==> src/rtl/inst_fetch_unit_pkg.sv <==
// Shared definitions for the instruction fetch unit.
//   RESET_PC_DEFAULT : fetch address loaded on reset
//   PC_STEP          : sequential fetch increment
//   INST_NOP         : canonical NOP encoding for downstream bubble insertion
//   ENTRY_W          : width of one buffered {pc, inst} entry
package inst_fetch_unit_pkg;

    localparam logic [31:0] RESET_PC_DEFAULT = 32'h0000_0000;
    localparam logic [31:0] PC_STEP          = 32'd4;
    localparam logic [31:0] INST_NOP         = 32'h0000_0013;
    localparam int          ENTRY_W          = 64;

    typedef struct packed {
        logic [31:0] pc;
        logic [31:0] inst;
    } fetch_entry_t;

    function automatic logic [31:0] align_pc(input logic [31:0] pc);
        return {pc[31:2], 2'b00};
    endfunction

    function automatic logic is_misaligned(input logic [31:0] pc);
        return (pc[1:0] != 2'b00);
    endfunction

endpackage

==> src/rtl/inst_fetch_unit_if.sv <==
// Bus bundle for the fetch unit: instruction-memory read port, decode-side
// valid/ready output, execute-side redirect, and status.
//   master : the fetch unit (drives IMEM_PC, OUT_*, MISALIGN_ERR, FETCH_COUNT)
//   slave  : the surrounding environment (memory, decode, execute)
interface inst_fetch_unit_if;
    logic [31:0] IMEM_PC;
    logic [31:0] IMEM_INST;
    logic        OUT_VALID;
    logic        OUT_READY;
    logic [31:0] OUT_PC;
    logic [31:0] OUT_INST;
    logic        REDIRECT_VALID;
    logic [31:0] REDIRECT_PC;
    logic        MISALIGN_ERR;
    logic [31:0] FETCH_COUNT;

    modport master (
        output IMEM_PC, OUT_VALID, OUT_PC, OUT_INST, MISALIGN_ERR, FETCH_COUNT,
        input  IMEM_INST, OUT_READY, REDIRECT_VALID, REDIRECT_PC
    );

    modport slave (
        input  IMEM_PC, OUT_VALID, OUT_PC, OUT_INST, MISALIGN_ERR, FETCH_COUNT,
        output IMEM_INST, OUT_READY, REDIRECT_VALID, REDIRECT_PC
    );
endinterface

==> src/rtl/inst_fetch_unit_fifo.sv <==
// fetch_fifo: small synchronous FIFO with asynchronous active-high reset and
// a synchronous flush. Push while full is accepted when a pop happens in the
// same cycle. Head data reads as zero when empty.
//   clk_i, rst_i   : clock, async reset
//   flush_i        : discard all entries at the next edge (wins over push)
//   push_i/data_i  : write request and data
//   pop_i          : remove head entry
//   data_o         : head entry (zero when empty)
//   empty_o/full_o : occupancy flags
module fetch_fifo #(
    parameter int W     = 64,
    parameter int DEPTH = 2
) (
    input  logic         clk_i,
    input  logic         rst_i,
    input  logic         flush_i,
    input  logic         push_i,
    input  logic [W-1:0] data_i,
    input  logic         pop_i,
    output logic [W-1:0] data_o,
    output logic         empty_o,
    output logic         full_o
);
    localparam int AW = (DEPTH > 1) ? $clog2(DEPTH) : 1;
    localparam int CW = AW + 1;

    logic [W-1:0]  mem_q [DEPTH];
    logic [AW-1:0] wr_ptr_q, rd_ptr_q;
    logic [CW-1:0] count_q;

    logic push_ok, pop_ok;

    assign empty_o = (count_q == '0);
    assign full_o  = (count_q == CW'(DEPTH));
    assign pop_ok  = pop_i & ~empty_o;
    assign push_ok = push_i & ~flush_i & (~full_o | pop_ok);
    assign data_o  = empty_o ? '0 : mem_q[rd_ptr_q];

    always_ff @(posedge clk_i or posedge rst_i) begin
        if (rst_i) begin
            wr_ptr_q <= '0;
            rd_ptr_q <= '0;
            count_q  <= '0;
            for (int i = 0; i < DEPTH; i++) mem_q[i] <= '0;
        end else if (flush_i) begin
            wr_ptr_q <= '0;
            rd_ptr_q <= '0;
            count_q  <= '0;
        end else begin
            if (push_ok) begin
                mem_q[wr_ptr_q] <= data_i;
                wr_ptr_q        <= wr_ptr_q + AW'(1);
            end
            if (pop_ok) rd_ptr_q <= rd_ptr_q + AW'(1);
            case ({push_ok, pop_ok})
                2'b10:   count_q <= count_q + CW'(1);
                2'b01:   count_q <= count_q - CW'(1);
                default: count_q <= count_q;
            endcase
        end
    end
endmodule

==> src/rtl/inst_fetch_unit.sv <==
// inst_fetch_unit: owns the fetch PC, drives the instruction-memory address,
// captures the same-cycle instruction word into a {pc, inst} FIFO and hands
// entries to decode over valid/ready. A redirect from execute flushes the
// FIFO and reloads the PC (word-aligned); a misaligned target sets a sticky
// error flag.
//   CLK, RST : clock, async active-high reset
//   bus      : inst_fetch_unit_if.master (IMEM, decode output, redirect, status)
module inst_fetch_unit
    import inst_fetch_unit_pkg::*;
#(
    parameter logic [31:0] RESET_PC   = RESET_PC_DEFAULT,
    parameter int          FIFO_DEPTH = 2
) (
    input  logic CLK,
    input  logic RST,
    inst_fetch_unit_if.master bus
);
    logic [31:0]  fpc_q, fpc_d;
    logic         misalign_q, misalign_d;
    logic [31:0]  fetch_count_q, fetch_count_d;

    logic         fifo_empty, fifo_full;
    logic         pop, enq;
    fetch_entry_t wr_entry, head_entry;

    assign pop = bus.OUT_VALID & bus.OUT_READY;
    // A redirect suppresses the enqueue: the word at fpc is on the wrong path.
    assign enq = ~bus.REDIRECT_VALID & (~fifo_full | pop);

    assign wr_entry.pc   = fpc_q;
    assign wr_entry.inst = bus.IMEM_INST;

    fetch_fifo #(
        .W     (ENTRY_W),
        .DEPTH (FIFO_DEPTH)
    ) u_fifo (
        .clk_i   (CLK),
        .rst_i   (RST),
        .flush_i (bus.REDIRECT_VALID),
        .push_i  (enq),
        .data_i  (wr_entry),
        .pop_i   (pop),
        .data_o  (head_entry),
        .empty_o (fifo_empty),
        .full_o  (fifo_full)
    );

    always_comb begin
        fpc_d         = fpc_q;
        misalign_d    = misalign_q;
        fetch_count_d = fetch_count_q;
        if (bus.REDIRECT_VALID) begin
            fpc_d = align_pc(bus.REDIRECT_PC);
            if (is_misaligned(bus.REDIRECT_PC)) misalign_d = 1'b1;
        end else if (enq) begin
            fpc_d = fpc_q + PC_STEP;
        end
        // A handshake completing alongside a redirect still counts.
        if (pop) fetch_count_d = fetch_count_q + 32'd1;
    end

    always_ff @(posedge CLK or posedge RST) begin
        if (RST) begin
            fpc_q         <= RESET_PC;
            misalign_q    <= 1'b0;
            fetch_count_q <= '0;
        end else begin
            fpc_q         <= fpc_d;
            misalign_q    <= misalign_d;
            fetch_count_q <= fetch_count_d;
        end
    end

    assign bus.IMEM_PC      = fpc_q;
    assign bus.OUT_VALID    = ~fifo_empty;
    assign bus.OUT_PC       = head_entry.pc;
    assign bus.OUT_INST     = head_entry.inst;
    assign bus.MISALIGN_ERR = misalign_q;
    assign bus.FETCH_COUNT  = fetch_count_q;
endmodule

==> src/flat_wrapper.sv <==
// flat-port wrapper written by rule: the top's interface ports become plain ports
module inst_fetch_unit_flat import inst_fetch_unit_pkg::*;
#(
    parameter logic [31:0] RESET_PC   = RESET_PC_DEFAULT,
    parameter int          FIFO_DEPTH = 2
)
  (CLK, RST, bus_IMEM_PC, bus_OUT_VALID, bus_OUT_PC, bus_OUT_INST, bus_MISALIGN_ERR, bus_FETCH_COUNT, bus_IMEM_INST, bus_OUT_READY, bus_REDIRECT_VALID, bus_REDIRECT_PC);
  inst_fetch_unit_if bus_i ();
  input  logic CLK;
  input  logic RST;
  output wire logic [$bits(bus_i.IMEM_PC)-1:0] bus_IMEM_PC;
  output wire logic [$bits(bus_i.OUT_VALID)-1:0] bus_OUT_VALID;
  output wire logic [$bits(bus_i.OUT_PC)-1:0] bus_OUT_PC;
  output wire logic [$bits(bus_i.OUT_INST)-1:0] bus_OUT_INST;
  output wire logic [$bits(bus_i.MISALIGN_ERR)-1:0] bus_MISALIGN_ERR;
  output wire logic [$bits(bus_i.FETCH_COUNT)-1:0] bus_FETCH_COUNT;
  input wire logic [$bits(bus_i.IMEM_INST)-1:0] bus_IMEM_INST;
  input wire logic [$bits(bus_i.OUT_READY)-1:0] bus_OUT_READY;
  input wire logic [$bits(bus_i.REDIRECT_VALID)-1:0] bus_REDIRECT_VALID;
  input wire logic [$bits(bus_i.REDIRECT_PC)-1:0] bus_REDIRECT_PC;
  assign bus_IMEM_PC = bus_i.IMEM_PC;
  assign bus_OUT_VALID = bus_i.OUT_VALID;
  assign bus_OUT_PC = bus_i.OUT_PC;
  assign bus_OUT_INST = bus_i.OUT_INST;
  assign bus_MISALIGN_ERR = bus_i.MISALIGN_ERR;
  assign bus_FETCH_COUNT = bus_i.FETCH_COUNT;
  assign bus_i.IMEM_INST = bus_IMEM_INST;
  assign bus_i.OUT_READY = bus_OUT_READY;
  assign bus_i.REDIRECT_VALID = bus_REDIRECT_VALID;
  assign bus_i.REDIRECT_PC = bus_REDIRECT_PC;
  inst_fetch_unit #(.RESET_PC(RESET_PC), .FIFO_DEPTH(FIFO_DEPTH)) u_core (.CLK(CLK), .RST(RST), .bus(bus_i));
endmodule
==> config.mk <==
export PLATFORM = sky130hd
export DESIGN_NAME = inst_fetch_unit_flat
export DESIGN_NICKNAME = d
export VERILOG_FILES = /design/src/rtl/inst_fetch_unit_pkg.sv /design/src/rtl/inst_fetch_unit_if.sv /design/src/rtl/inst_fetch_unit_fifo.sv /design/src/rtl/inst_fetch_unit.sv /design/src/flat_wrapper.sv
export SDC_FILE = /design/constraint.sdc
export NUM_CORES = 1
export LEC_CHECK = 0
export CAP_MARGIN = 20
export CORE_MARGIN = 1.5
export CORE_UTILIZATION = 46
export CTS_CLUSTER_SIZE = 30
export DETAILED_ROUTE_END_ITERATION = 6
export GPL_ROUTABILITY_DRIVEN = 0
export PLACE_DENSITY = 0.74
export SLEW_MARGIN = 20
export SYNTH_ARGS = -nofsm -noshare
export SYNTH_HDL_FRONTEND = slang
export SYNTH_SLANG_ARGS = --single-unit
==> constraint.sdc <==
create_clock -name CLK -period 5.9 [get_ports CLK]
set_input_delay 1.18 -clock CLK [delete_from_list [all_inputs] [get_ports CLK]]
set_output_delay 1.18 -clock CLK [all_outputs]
set_load 0.05 [all_outputs]
# --- After elaboration in Yosys (flattened, before gate mapping) ---
# Cells that the tools add are included.
classes:
  n_mux: 15
  n_lt_le_gt_ge: 3
  n_reduce_logical: 9
  eq_ne: 3
  n_bitwise: 12
  add_sub_neg: 6
ops:
  columns: ["cell", "count"]
  rows:
  - ["$mux W64", 5]
  - ["$bwmux W128", 1]
  - ["$demux W64 S1", 1]
  - ["$mux W32", 2]
  - ["$add A32 B1 Y32 const B", 1]
  - ["$add A32 B3 Y32 const B", 1]
  - ["$reduce_bool A2 Y1", 4]
  - ["$and A1 B1 Y1", 5]
  - ["$eq A2 B2 Y1 const B", 2]
  - ["$ge A2 B2 Y1 const B", 2]
  - ["$mux W1", 4]
  - ["$not A1 Y2", 2]
  - ["$pmux W2 S2", 1]
  - ["$reduce_and A2 Y1", 2]
  - ["$not A1 Y1", 3]
  - ["$reduce_bool A3 Y1", 1]
  - ["$add A1 B1 Y1 const B", 2]
  - ["$add A2 B1 Y2 const B", 1]
  - ["$eq A2 B1 Y1 const B", 1]
  - ["$logic_not A2 Y1", 1]
  - ["$lt A2 B1 Y1 const B", 1]
  - ["$mux W2", 1]
  - ["$or A1 B1 Y1", 2]
  - ["$sub A2 B1 Y2 const B", 1]
  - ["$logic_and A1 B1 Y1", 1]
totals:
  register_bits: 197
  output_inout_bits: 130

# --- Logic depth before layout (Yosys ltp) ---
depth:
  ltp_word: 10
  mapped_depth: 7
  ltp_nobuf: 5

# --- By module ---
# Synthesis repeated with hierarchy kept, for this count alone.
unflattened:
  cells_unflattened: 760
  hier_area_um2: 9276.4
modules_own_cells:
  columns: ["mod", "n_inst", "cells_each", "area_per_inst_um2", "seq_area_each_um2"]
  rows:
  - ["fetch_fifo", 1, 439, 6128.4, 3303.2]
  - ["inst_fetch_unit", 1, 321, 3148.0, 1576.5]

# --- Worst setup path after synthesis ---
# OpenSTA, ideal clock, no wires.
synth_timing:
  path_type: "register to output"
  from: "reg u_core.u_fifo.rd_ptr_q"
  to: "out bus_OUT_INST[10]"
  path_stages_with_launch: 5
  slack_ns: 2.851
  t_arrival_ns: 1.869
  path_cell_list: "dfrtp_1 clkbuf_1 clkbuf_1 mux2i_1 nor2_1"
synth_via:
  elab_chain_cells: 5
synth_rtl:
  columns: ["item", "line", "source"]
  rows:
  - ["start, declared", "inst_fetch_unit_fifo.sv:28", "logic [AW-1:0] wr_ptr_q, rd_ptr_q;"]
  - ["start signal, assigned", "inst_fetch_unit_fifo.sv:54", "if (pop_ok) rd_ptr_q <= rd_ptr_q + AW'(1);"]
  - ["$not A1 Y2 (not written as such)", "inst_fetch_unit_fifo.sv:37", "assign data_o = empty_o ? '0 : mem_q[rd_ptr_q];"]
  - ["$mux W64 (not written as such) (3 in a row)", "inst_fetch_unit_fifo.sv:37", null]
  - ["$mux W64", "inst_fetch_unit_fifo.sv:37", null]
  - ["end, declared", "flat_wrapper.sv:14", "output wire logic [$bits(bus_i.OUT_INST)-1:0] bus_OUT_INST;"]
# Every way passes these cells. The select of a mux whose other input is x is not followed.

# --- Worst setup path after layout ---
layout_timing:
  from: "reg u_core.u_fifo.rd_ptr_q"
  to: "out bus_OUT_PC[7]"
layout_via:
  elab_chain_cells: 5
layout_rtl:
  columns: ["item", "line", "source"]
  rows:
  - ["$not A1 Y2 (not written as such)", "inst_fetch_unit_fifo.sv:37", null]
  - ["$mux W64 (not written as such) (3 in a row)", "inst_fetch_unit_fifo.sv:37", null]
  - ["$mux W64", "inst_fetch_unit_fifo.sv:37", null]
  - ["end, declared", "flat_wrapper.sv:13", "output wire logic [$bits(bus_i.OUT_PC)-1:0] bus_OUT_PC;"]
# Every way passes these cells. The select of a mux whose other input is x is not followed.

==> results.py <==
metrics = {
    "global_route": {
        "first_global_vias": 6224,
        "grt.met2_usage_pct": 33.92,
        "gr-usage-all-layers_pct": 20.56,
        "antenna_violations_before_repair": 0,
        "gr-total-overflow": 0,
        "grt_use_met3_pct": 4.946,
        "maximum_number_of_pins_on_one_net_before_global_route_repair": 127,
        "grt_busiest_layer": "met2",
        "globalRouteMet1Util_pct": 27.88,
        "grt_first_pass_wirelength_um": 32700,
    },
    "worst_setup_path": {
        "cp_num_buf_inv": 2,
        "path_max_fanout": 36,
        "timing.critical_path.from_type": "register",
        "worst_path_cell_trace": "buf_16 -> mux2i_1 -> nor2_1 -> clkdlybuf4s50_1",
        "crit_type": "reg -> out",
        "critical_path.reg2reg.endpoint": "u_core.bus.IMEM_PC[30]$_DFFE_PP0N_",
        "r2r-start": "u_core.bus.IMEM_PC[2]$_DFFE_PP0N_",
        "critPathRequiredTime_ns": 4.72,
        "r2r.worst_path.cells": 5,
        "setup_crit_end_kind": "output pin",
        "critical-path-top-delay-family": "buffers and inverters",
        "critPathArrivalTime_ns": 2.68,
        "rrSetupSlack_ns": 3.44,
        "critical_path.max_stage_delay_ns": 0.83,
        "cp_slowest_cell": "sky130_fd_sc_hd__clkdlybuf4s50_1",
    },
    "clock_network": {
        "clock_sink_count": 191,
        "post_cts.resized_instances": 0,
        "cts_root_buf": "sky130_fd_sc_hd__clkbuf_16",
        "clock_latency_ns": 0.43,
        "h-tree-depth": 4,
        "post-cts-setup-buffers": 0,
        "tritoncts": "done",
        "clockBufferDepth": 2,
        "cts_made_buffers": 17,
        "clk_transition_reported_paths_ns": 0.07,
        "cts_hold_buffers": 0,
    },
    "sta": {
        "maximum_clock_frequency_mhz": 259.3,
        "slew-limit-headroom_pct": 39.36,
        "fin_crit_period_ns": 3.857,
        "hold_slack_ns": 0.4731,
        "layout_setup_ws_ns": 2.043,
        "totalNegativeSetupSlack_ns": 0,
        "worst_clock_skew_ns": 0.01186,
        "portion_of_the_clock_cycle_consumed_by_the_worst_path_in_the_final_layout_pct": 65.37,
        "slew_violations": 0,
        "timing_worst_slew_pin_value_ns": 0.9040,
        "rsz_0062_raised_after_global_routing": "false",
        "finalSetupViolations": 0,
        "finalHoldViolations": 0,
    },
    "synthesis": {
        "synth.lib_cells_used.distinct": 38,
        "postSynthCellCount": 751,
        "synthDominantCellAreaShare_pct": 53.52,
        "synth_warnings": 0,
        "post_synth_edffs": 0,
        "postSynthAreaPerCell_sq_um": 11.89,
        "synth_commonest_cells": "sky130_fd_sc_hd__dfrtp_1, sky130_fd_sc_hd__mux2_2, sky130_fd_sc_hd__nor2_1",
        "proportion_of_register_bits_with_asynchronous_set_or_reset_after_synthesis_pct": 100.0,
        "synth_top_cells_by_area": "sky130_fd_sc_hd__dfrtp_1, sky130_fd_sc_hd__mux2_2, sky130_fd_sc_hd__mux2i_1",
        "synth_sequential_area_ratio_pct": 53.52,
        "synthMostInstantiatedCell": "sky130_fd_sc_hd__dfrtp_1",
        "post-synth-top-area-cell": "sky130_fd_sc_hd__dfrtp_1",
        "synth.ff_latch_count": 191,
        "synthFlopType": "sky130_fd_sc_hd__dfrtp_1",
        "syn-cell-area_sq_um": 8930,
    },
    "min_path": {
        "hold_path.startpoint": "u_core.bus.FETCH_COUNT[31]$_DFFE_PP0P_",
        "hold_path_depth": 1,
        "worstHoldEndpoint": "u_core.bus.FETCH_COUNT[31]$_DFFE_PP0P_",
        "hold_path.class": "reg -> reg",
    },
    "floorplanning": {
        "floorplan.initialDensity_pct": 47.26,
        "ioPinCount": 198,
        "die-width_um": 142.3,
        "coreArea_sq_um": 18890,
        "placement_rows": 50,
        "die_area_sq_um": 20260,
        "die_height_um": 142.3,
    },
    "routing": {
        "dr_total_vias": 6435,
        "post-route-drc-count": 0,
        "drtAntennaViolNets": 0,
        "avgRoutedWirePerCell_um": 17.06,
        "drt_first_pass_iters": 6,
        "drtIter0Drc": 313,
        "via_per_inst": 5.371,
        "drt-total-wl_um": 20440,
    },
    "run_status": {
        "status": "finished, final reports clean",
    },
    "final_layout": {
        "design.final.nets": 996,
        "final_core_util_pct": 61.95,
        "insertedDiodeCount": 0,
        "final_layout_size_suffix_gt1_share_pct": 18.55,
        "area_delta_synth_final_pct": 31.08,
    },
    "placed_design": {
        "dp.final_hpwl_um": 13540,
        "placement.setup.worst_slack_ns": 2.153,
        "port_buffers": 193,
    },
    "pwr": {
        "power_density_nw_per_um2": 369.4,
        "cellLeakagePower_nw": 4.729,
        "ir_drop_uv": 229.8,
        "finalPower_w": 0.004324,
    },
    "flow_run": {
        "cap_violations": 0,
    },
}
## where the power goes
group,internal (W),leakage [nW],switching (W)
logic,0.000572,2.16,0.000799
clock network,0.000700,0.293,0.000490
registers,0.00157,2.27,0.000194
## through the flow
stage	instances	area [sq um]
after global routing	1198	11710
after CTS	1196	11650
after detailed placement	1165	11040
after floorplan	754	8945
final	1198	11710
after global placement	1165	11040
## logic make-up (layout without fill, tap and decap cells)
| group | count (synthesis) | in the layout | share of synthesized area [%] |
|---|---|---|---|
| AOI/OAI and AO/OA | 50 | 50 | 3.461 |
| xor gates and xnor gates | 46 | 46 | 4.512 |
| adders and majority gates | 2 | 2 | 0.2802 |
| buffers and inverters | 60 | 244 | 3.251 |
| DFF | 191 | 191 | 53.52 |
| muxes | 189 | 189 | 22.95 |
| other | 1 | 4 | 0.04199 |
| and+or+nand+nor | 212 | 212 | 11.98 |
## how the worst max path moves through the flow
stage | startpoint | end | slack, ns | depth (start not counted)
3_5_place_dp | u_core.u_fifo.count_q[0]$_DFFE_PP0P_ | bus_OUT_INST[27] | 2.15 | 4
3_3_place_gp | u_core.u_fifo.count_q[0]$_DFFE_PP0P_ | bus_OUT_PC[4] | 2.19 | 4
5_1_grt | u_core.u_fifo.count_q[0]$_DFFE_PP0P_ | bus_OUT_INST[21] | 1.90 | 5
4_1_cts | u_core.u_fifo.count_q[0]$_DFFE_PP0P_ | bus_OUT_INST[12] | 1.69 | 4
6_report | u_core.u_fifo.rd_ptr_q$_DFFE_PP0P_ | bus_OUT_PC[7] | 2.04 | 4
2_1_floorplan | RST | u_core.bus.FETCH_COUNT[0]$_DFFE_PP0P_ | 2.26 | 1
## sequential cells by signal (all words and copies together) (netlist names)
name	count
u_core.u_fifo.mem_q	124
u_core.bus.FETCH_COUNT	32
u_core.bus.MISALIGN_ERR	1
u_core.u_fifo.wr_ptr_q	1
u_core.u_fifo.count_q	2
u_core.bus.IMEM_PC	30
u_core.u_fifo.rd_ptr_q	1
## worst reg2reg max path, stage by stage, from the launching register on
cell and delay, ns:
sky130_fd_sc_hd__dfrtp_1 0.48, sky130_fd_sc_hd__ha_1 0.21, sky130_fd_sc_hd__nand3_1 0.19, sky130_fd_sc_hd__or4_1 0.74, sky130_fd_sc_hd__or4_1 0.56, sky130_fd_sc_hd__a31oi_1 0.18
## layout by cell type (no fill, tap or decap), drive strengths merged
cell type	synthesis	routed
a21oi	1	1
a31oi	16	16
and3	4	4
and4	9	9
buf	8	10
bufinv	0	3
clkbuf	42	22
clkdlybuf4s50	0	193
clkinv	1	4
clkinvlp	0	3
conb	1	4
dfrtp	191	191
ha	2	2
inv	9	9
mux2	126	126
mux2i	63	63
nand2	30	30
nand2b	1	1
nand3	17	17
nand4	13	13
nor2	86	86
nor2b	3	3
nor3	12	12
nor3b	3	3
nor4	6	6
nor4b	3	3
o2111ai	1	1
o211a	1	1
o211ai	2	2
o21ai	19	19
o31ai	10	10
or2	2	2
or3	8	8
or4	15	15
xnor2	26	26
xor2	20	20
## layer usage
| metal | vias up | wire length [um] |
|---|---|---|
| met5 | - | 0 |
| met4 | 0 | 108 |
| met3 | 9 | 1018 |
| met2 | 160 | 9858 |
| met1 | 3256 | 9450 |
| li1 | 3010 | - |
## cell type report
cell class	instances	area, sq um
well taps	260	325.3
clock buffers	22	474.2
flip-flops and latches	191	4783
repair buffers	203	2059
fillers	1573	7188
inverters	10	41.29
multi-input cells	503	3889
clock inverters	9	132.6
No activity file was read; power rests on OpenSTA's default activity.
